==> src/rtl/axi_lite_pkg.sv <==
// axi_lite_pkg: shared AXI4-Lite response codes, write FSM states and helpers.
package axi_lite_pkg;
    localparam logic [1:0] RESP_OKAY   = 2'b00;
    localparam logic [1:0] RESP_SLVERR = 2'b10;

    typedef enum logic [2:0] {IDLE, HAVE_AW, HAVE_W, COMMIT, RESP} wr_state_e;

    function automatic int clog2(input int v);
        int r = 0;
        for (int x = v - 1; x > 0; x = x >> 1) r++;
        return r;
    endfunction
endpackage

==> src/rtl/axi_lite_wr_ctrl.sv <==
// axi_lite_wr_ctrl: independent one-deep AW/W buffers, write FSM and B channel.
module axi_lite_wr_ctrl
    import axi_lite_pkg::*;
#(
    parameter int ADDR_WIDTH = 32,
    parameter int DATA_WIDTH = 32
) (
    input  logic                    clk,
    input  logic                    rst,
    input  logic [ADDR_WIDTH-1:0]   awaddr_i,
    input  logic                    awvalid_i,
    output logic                    awready_o,
    input  logic [DATA_WIDTH-1:0]   wdata_i,
    input  logic [DATA_WIDTH/8-1:0] wstrb_i,
    input  logic                    wvalid_i,
    output logic                    wready_o,
    output logic [1:0]              bresp_o,
    output logic                    bvalid_o,
    input  logic                    bready_i,
    input  logic                    err_i,
    output logic                    commit_o,
    output logic [ADDR_WIDTH-1:0]   addr_o,
    output logic [DATA_WIDTH-1:0]   data_o,
    output logic [DATA_WIDTH/8-1:0] strb_o
);
    wr_state_e state_q, state_d;
    logic aw_full_q, aw_full_d, w_full_q, w_full_d;
    logic awready_q, wready_q, bvalid_q, bvalid_d;
    logic [1:0] bresp_q, bresp_d;
    logic [ADDR_WIDTH-1:0] awaddr_q;
    logic [DATA_WIDTH-1:0] wdata_q;
    logic [DATA_WIDTH/8-1:0] wstrb_q;
    logic aw_hs, w_hs, done;

    assign aw_hs = awvalid_i && awready_q;
    assign w_hs  = wvalid_i && wready_q;
    assign done  = bvalid_q && bready_i;

    // Buffers stay full through COMMIT and RESP so a stalled B channel blocks new AW/W.
    always_comb begin
        aw_full_d = (aw_full_q && !done) || aw_hs;
        w_full_d  = (w_full_q && !done) || w_hs;
        state_d   = state_q;
        bvalid_d  = bvalid_q;
        bresp_d   = bresp_q;
        case (state_q)
            COMMIT: begin
                state_d  = RESP;
                bvalid_d = 1'b1;
                bresp_d  = err_i ? RESP_SLVERR : RESP_OKAY;
            end
            RESP: if (done) begin
                state_d  = IDLE;
                bvalid_d = 1'b0;
            end
            default: state_d = (aw_full_q && w_full_q) ? COMMIT :
                               (aw_full_d && w_full_d) ? state_q :
                               aw_full_d ? HAVE_AW : w_full_d ? HAVE_W : IDLE;
        endcase
    end

    always_ff @(posedge clk or posedge rst) begin
        if (rst) begin
            state_q   <= IDLE;
            aw_full_q <= 1'b0;
            w_full_q  <= 1'b0;
            awready_q <= 1'b0;
            wready_q  <= 1'b0;
            bvalid_q  <= 1'b0;
            bresp_q   <= RESP_OKAY;
            awaddr_q  <= '0;
            wdata_q   <= '0;
            wstrb_q   <= '0;
        end else begin
            state_q   <= state_d;
            aw_full_q <= aw_full_d;
            w_full_q  <= w_full_d;
            awready_q <= !aw_full_d;
            wready_q  <= !w_full_d;
            bvalid_q  <= bvalid_d;
            bresp_q   <= bresp_d;
            if (aw_hs) awaddr_q <= awaddr_i;
            if (w_hs) begin
                wdata_q <= wdata_i;
                wstrb_q <= wstrb_i;
            end
        end
    end

    assign awready_o = awready_q;
    assign wready_o  = wready_q;
    assign bvalid_o  = bvalid_q;
    assign bresp_o   = bresp_q;
    assign commit_o  = state_q == COMMIT;
    assign addr_o    = awaddr_q;
    assign data_o    = wdata_q;
    assign strb_o    = wstrb_q;
endmodule

==> src/rtl/axi_lite_regbank.sv <==
// axi_lite_regbank: AXI4-Lite slave register bank with read-only status registers
// and per-register write strobes.
module axi_lite_regbank
    import axi_lite_pkg::*;
#(
    parameter int                             ADDR_WIDTH = 32,
    parameter int                             DATA_WIDTH = 32,
    parameter int                             NUM_REGS   = 16,
    parameter logic [NUM_REGS-1:0]            RO_MASK    = '0,
    parameter logic [NUM_REGS*DATA_WIDTH-1:0] RST_VAL    = '0
) (
    input  logic                           s_axi_aclk,
    input  logic                           s_axi_areset,
    input  logic [ADDR_WIDTH-1:0]          s_axi_awaddr,
    input  logic [2:0]                     s_axi_awprot,
    input  logic                           s_axi_awvalid,
    output logic                           s_axi_awready,
    input  logic [DATA_WIDTH-1:0]          s_axi_wdata,
    input  logic [DATA_WIDTH/8-1:0]        s_axi_wstrb,
    input  logic                           s_axi_wvalid,
    output logic                           s_axi_wready,
    output logic [1:0]                     s_axi_bresp,
    output logic                           s_axi_bvalid,
    input  logic                           s_axi_bready,
    input  logic [ADDR_WIDTH-1:0]          s_axi_araddr,
    input  logic [2:0]                     s_axi_arprot,
    input  logic                           s_axi_arvalid,
    output logic                           s_axi_arready,
    output logic [DATA_WIDTH-1:0]          s_axi_rdata,
    output logic [1:0]                     s_axi_rresp,
    output logic                           s_axi_rvalid,
    input  logic                           s_axi_rready,
    output logic [NUM_REGS*DATA_WIDTH-1:0] regs_o,
    input  logic [NUM_REGS*DATA_WIDTH-1:0] regs_i,
    output logic [NUM_REGS-1:0]            wr_pulse_o
);
    localparam int STRB_W   = DATA_WIDTH / 8;
    localparam int ADDR_LSB = clog2(STRB_W);
    localparam int IDX_W    = NUM_REGS > 1 ? clog2(NUM_REGS) : 1;
    localparam int TOP_LSB  = ADDR_LSB + IDX_W;

    logic [DATA_WIDTH-1:0] regs_q [NUM_REGS];
    logic [DATA_WIDTH-1:0] regs_d [NUM_REGS];
    logic [DATA_WIDTH-1:0] regs_in [NUM_REGS];
    logic [NUM_REGS-1:0] wr_pulse_q, wr_pulse_d;
    logic commit, wr_oor, wr_err, rd_oor, ar_hs;
    logic [ADDR_WIDTH-1:0] waddr;
    logic [DATA_WIDTH-1:0] wdata, rdata_q, rdata_d;
    logic [STRB_W-1:0] wstrb;
    logic [IDX_W-1:0] widx, ridx;
    logic rvalid_q, rvalid_d, arready_q;
    logic [1:0] rresp_q, rresp_d;
    logic unused_ok;

    axi_lite_wr_ctrl #(.ADDR_WIDTH(ADDR_WIDTH), .DATA_WIDTH(DATA_WIDTH)) u_wr (
        .clk(s_axi_aclk), .rst(s_axi_areset),
        .awaddr_i(s_axi_awaddr), .awvalid_i(s_axi_awvalid), .awready_o(s_axi_awready),
        .wdata_i(s_axi_wdata), .wstrb_i(s_axi_wstrb), .wvalid_i(s_axi_wvalid), .wready_o(s_axi_wready),
        .bresp_o(s_axi_bresp), .bvalid_o(s_axi_bvalid), .bready_i(s_axi_bready),
        .err_i(wr_err), .commit_o(commit), .addr_o(waddr), .data_o(wdata), .strb_o(wstrb)
    );

    for (genvar i = 0; i < NUM_REGS; i++) begin : g_slice
        assign regs_o[i*DATA_WIDTH +: DATA_WIDTH] = regs_q[i];
        assign regs_in[i] = regs_i[i*DATA_WIDTH +: DATA_WIDTH];
    end

    assign widx   = waddr[ADDR_LSB +: IDX_W];
    assign ridx   = s_axi_araddr[ADDR_LSB +: IDX_W];
    assign wr_oor = 32'(widx) >= NUM_REGS || (waddr >> TOP_LSB) != '0;
    assign rd_oor = 32'(ridx) >= NUM_REGS || (s_axi_araddr >> TOP_LSB) != '0;
    assign wr_err = wr_oor || RO_MASK[widx];
    assign ar_hs  = s_axi_arvalid && arready_q;
    assign unused_ok = ^{s_axi_awprot, s_axi_arprot, waddr[ADDR_LSB-1:0], s_axi_araddr[ADDR_LSB-1:0]};

    always_comb begin
        regs_d     = regs_q;
        wr_pulse_d = '0;
        if (commit && !wr_err) begin
            wr_pulse_d[widx] = 1'b1;
            for (int b = 0; b < STRB_W; b++)
                if (wstrb[b]) regs_d[widx][b*8 +: 8] = wdata[b*8 +: 8];
        end
    end

    // Reads sample regs_q, so a read colliding with a commit returns the pre-write value.
    always_comb begin
        rvalid_d = ar_hs || (rvalid_q && !s_axi_rready);
        rdata_d  = !ar_hs ? rdata_q : rd_oor ? '0 : RO_MASK[ridx] ? regs_in[ridx] : regs_q[ridx];
        rresp_d  = !ar_hs ? rresp_q : rd_oor ? RESP_SLVERR : RESP_OKAY;
    end

    always_ff @(posedge s_axi_aclk or posedge s_axi_areset) begin
        if (s_axi_areset) begin
            for (int i = 0; i < NUM_REGS; i++) regs_q[i] <= RST_VAL[i*DATA_WIDTH +: DATA_WIDTH];
            wr_pulse_q <= '0;
            rvalid_q   <= 1'b0;
            arready_q  <= 1'b0;
            rdata_q    <= '0;
            rresp_q    <= RESP_OKAY;
        end else begin
            regs_q     <= regs_d;
            wr_pulse_q <= wr_pulse_d;
            rvalid_q   <= rvalid_d;
            arready_q  <= !rvalid_d;
            rdata_q    <= rdata_d;
            rresp_q    <= rresp_d;
        end
    end

    assign wr_pulse_o    = wr_pulse_q;
    assign s_axi_rvalid  = rvalid_q;
    assign s_axi_arready = arready_q;
    assign s_axi_rdata   = rdata_q;
    assign s_axi_rresp   = rresp_q;
endmodule

==> config.mk <==
export PLATFORM = sky130hd
export DESIGN_NAME = axi_lite_regbank
export DESIGN_NICKNAME = d
export VERILOG_FILES = /design/src/rtl/axi_lite_pkg.sv /design/src/rtl/axi_lite_wr_ctrl.sv /design/src/rtl/axi_lite_regbank.sv
export SDC_FILE = /design/constraint.sdc
export NUM_CORES = 1
export LEC_CHECK = 0
export CAP_MARGIN = 20
export CORE_AREA = 2 2 458 460
export CTS_CLUSTER_SIZE = 24
export DETAILED_ROUTE_END_ITERATION = 8
export DIE_AREA = 0 0 460 462
export PLACE_DENSITY = 0.43
export SETUP_SLACK_MARGIN = 0.3
export SLEW_MARGIN = 10
export SYNTH_ARGS = -nofsm -noshare
export SYNTH_HDL_FRONTEND = slang
export SYNTH_SLANG_ARGS = --single-unit
==> constraint.sdc <==
create_clock -name s_axi_aclk -period 30.4 [get_ports s_axi_aclk]
set_clock_uncertainty 0.15 [all_clocks]
set_input_delay 6.08 -clock s_axi_aclk [delete_from_list [all_inputs] [get_ports s_axi_aclk]]
set_output_delay 6.08 -clock s_axi_aclk [all_outputs]
set_load 0.01 [all_outputs]
==> results.md <==
- Final Cycle Share: 0.352
- Hold crit path type: flip-flop to flip-flop
- Via count: 21600
- Initial antenna violation count: 22
- Crit path capture type: asynchronous set/reset pin
- Pre-Repair DR Iteration Count: 5
- Comb power frac: 0.123
- Sequential power share: 0.440
- Flops & latches, synth: 638
- Cell Area, Synth: 29600 um2
- Gr busiest metal: met2
- Fin area: 42700 um2
- Fmax: a little over 90 MHz
- Die H: between 400 and 500 um
- P_sw: 0.808 mW
- Cell taking the most area after synthesis: dfrtp_1
- Clock power frac: 0.436
- Placer Congestion: 0.798
- Clock buffer depth: 3
- Status: completed
- # clock sinks: about 640
- CTS tree: yes
- Total grt overflow: 0
- Worst-margin pin slew: 1090 ps
- All-Layer GR Usage: 0.145
- Cells after DPL: ~5400
- Via count of the first global-routing pass: ~23000
- Routed length per placed instance: 28.2 um
- Setup_tns: 0 ps
- Synth warnings: 0
- Register area share after synthesis: 0.540
- Shortest period the worst path allows: 10700 ps
- Clock slew at reported path FFs: 60 ps
- Setup violations, final: 0
- Post-synth EDFFs: 0
- Max-cap violations: 0
- Util after Layout: 0.205
- # IOs: 1194
- Startpoint types: primary input
- Met2 Usage GRT: 0.225
- Post-CTS Setup Inserts: 0
- Core Box Area: 208000 um2
- Final Max Tran Viols: 0
- Fin. Hold Viols: 0
- Worst skew pair latency: between 700 and 800 ps
- CP arrival: ~11000 ps
- Resized cells post-CTS: 0
- Die area: 213000 um2
- Row count: 168
- Worst vdd ir: between 0.05 and 0.06 mV
- Vias/cell: 3.86
- Share of cells above drive strength 1: 0.310
- Post-synthesis cell type count: 40
- Nets: 3428
- Switching share of power: 0.333
- Syn avg cell area: 14.0 um2
- Met3 GRT Util: 0.0582
- Top FF cell, synth: dfrtp_1
- Leakage: 18.6 nW
- Most frequent cell after synthesis: dfrtp_1
- H-tree Lvls: 3
- Largest net degree at the start of global routing: 110
- Initial Util: 0.142
- Async set-or-reset flop fraction in the synthesized netlist: 1.00
- Fin cells: 5601
- First-pass GRT wire length: approximately 210 mm
- Post-Route WL: 158 mm
- Most common library cells after synthesis: dfrtp_1, mux2_2, mux2i_1
- Drt initial violations: 1143
- Worst rel slew slack: 0.270
- Root Buffer: clkbuf_16
- Yosys top cell area share: 0.540
- Global Route met1 Usage: 0.184
- WHS: between 300 and 400 ps
- # port buffers: around 670
- Power Internal: between 1.5 and 2 mW
- Worst EP required: 30910 ps
- Placed Area: 39800 um2
- Num CTS Buffers: 86
- Area growth from synthesis to layout: 44.3%
- Count of antenna-violating nets left after detailed routing: 0
- Cell count after synthesis: 2111
- Worst Path Max Fanout: 109
- Hold Buf Count CTS: 0
- Ranking of synthesized cells by area: dfrtp_1, mux2_2, mux2i_1
- Residual DRC: 0
- Post-DP HPWL: around 120 mm
- Power density cells: 56.9 nW/um2
- RSZ-0062 raised after global routing: false
- Critical path class: primary input to asynchronous set/reset pin
- Chip width: 460 um
-- cells in the final DEF, fill, tap and decap left out, drive strengths merged, types with 4 or more instances in the layout --
cell type / netlist / layout
o22ai: 66 / 66
nor3: 71 / 71
clkdlybuf4s50: 0 / 666
clkinv: 0 / 11
mux2i: 256 / 256
nand2b: 6 / 6
clkbuf: 88 / 127
diode: 0 / 13
nand3: 4 / 4
a21oi: 5 / 5
nor2: 80 / 80
inv: 9 / 14
nand2: 26 / 26
a211oi: 32 / 32
or2: 4 / 4
dfrtp: 638 / 638
o211ai: 64 / 64
bufinv: 0 / 7
nor4: 76 / 76
a21bo: 32 / 32
mux2: 578 / 578
buf: 51 / 76
-- routing by layer --
layer / part of all wire / vias to the layer above
met5: 0.000082 / -
met4: 0.025 / 2
met3: 0.092 / 157
met2: 0.45 / 769
met1: 0.43 / 11400
li1: - / 9303
-- state kept, by name (all words and copies together), names as in the netlist, 3 cells and up --
register	flops
u_wr.addr_o	30
u_wr.strb_o	4
u_wr.state_q	3
regs_o	512
wr_pulse_o	16
u_wr.data_o	32
s_axi_rdata	32
-- power groups by stage --
stage	registers, mW	logic [mW]	clock network (mW)
final	1.07	0.300	1.06
after global routing	1.08	0.327	1.13
after CTS	1.07	0.314	1.10
after detailed placement	1.08	0.313	0
after global placement	1.08	0.309	0
after floorplan	0.960	0.230	0
-- metrics by stage --
step	total power, mW	setup WS [ps]
after global routing	2.54	18920
after floorplan	1.19	6300
after detailed placement	1.40	18590
after global placement	1.39	18620
after CTS	2.48	19390
final	2.43	19700
-- cells by family (layout without fill, tap and decap cells) --
logic type	after synthesis	count (layout)	share of synthesized area
simple gates	282	282	0.0808
buf+inv	148	904	0.0206
other cells	1	15	0.000127
compound gates	208	208	0.0523
mux	834	834	0.307
flops	638	638	0.540
-- path summary, 6_finish.rpt --
path / start / endpoint / slack (ps) / cells after the start
worst max-delay path: s_axi_areset / s_axi_arready$_DFF_PP0_ / 19700 / 7
worst min-delay path: u_wr.bresp_o[1]$_DFFE_PP0P_ / u_wr.bresp_o[1]$_DFFE_PP0P_ / 350 / 1
worst max register to register: u_wr.addr_o[20]$_DFFE_PP0P_ / regs_o[22]$_DFFE_PP0P_ / 26230 / 6
worst min register to register: u_wr.bresp_o[1]$_DFFE_PP0P_ / u_wr.bresp_o[1]$_DFFE_PP0P_ / 350 / 1
max in group s_axi_aclk: s_axi_araddr[2] / s_axi_rdata[5]$_DFFE_PP0P_ / 20620 / 8
min in group asynchronous: s_axi_areset / regs_o[13]$_DFFE_PP0P_ / 5730 / 2
-- worst max-delay path, stage by stage --
cell and delay (ps):
clkdlybuf4s50_1 490, inv_8 570, buf_4 870, buf_4 700
buf_4 690, buf_4 790, buf_4 790
-- cell type report --
type | count | area [um2]
Fill cell | 22500 | 165000
Sequential cell | 638 | 16000
Multi-Input combinational cell | 1326 | 13100
Timing Repair Buffer | 742 | 7300
Tap cell | 2720 | 3400
Clock buffer | 127 | 2450
Clock inverter | 26 | 434
Inverter | 9 | 41.3
Antenna cell | 13 | 32.5
(Power assumes the default switching activity.)
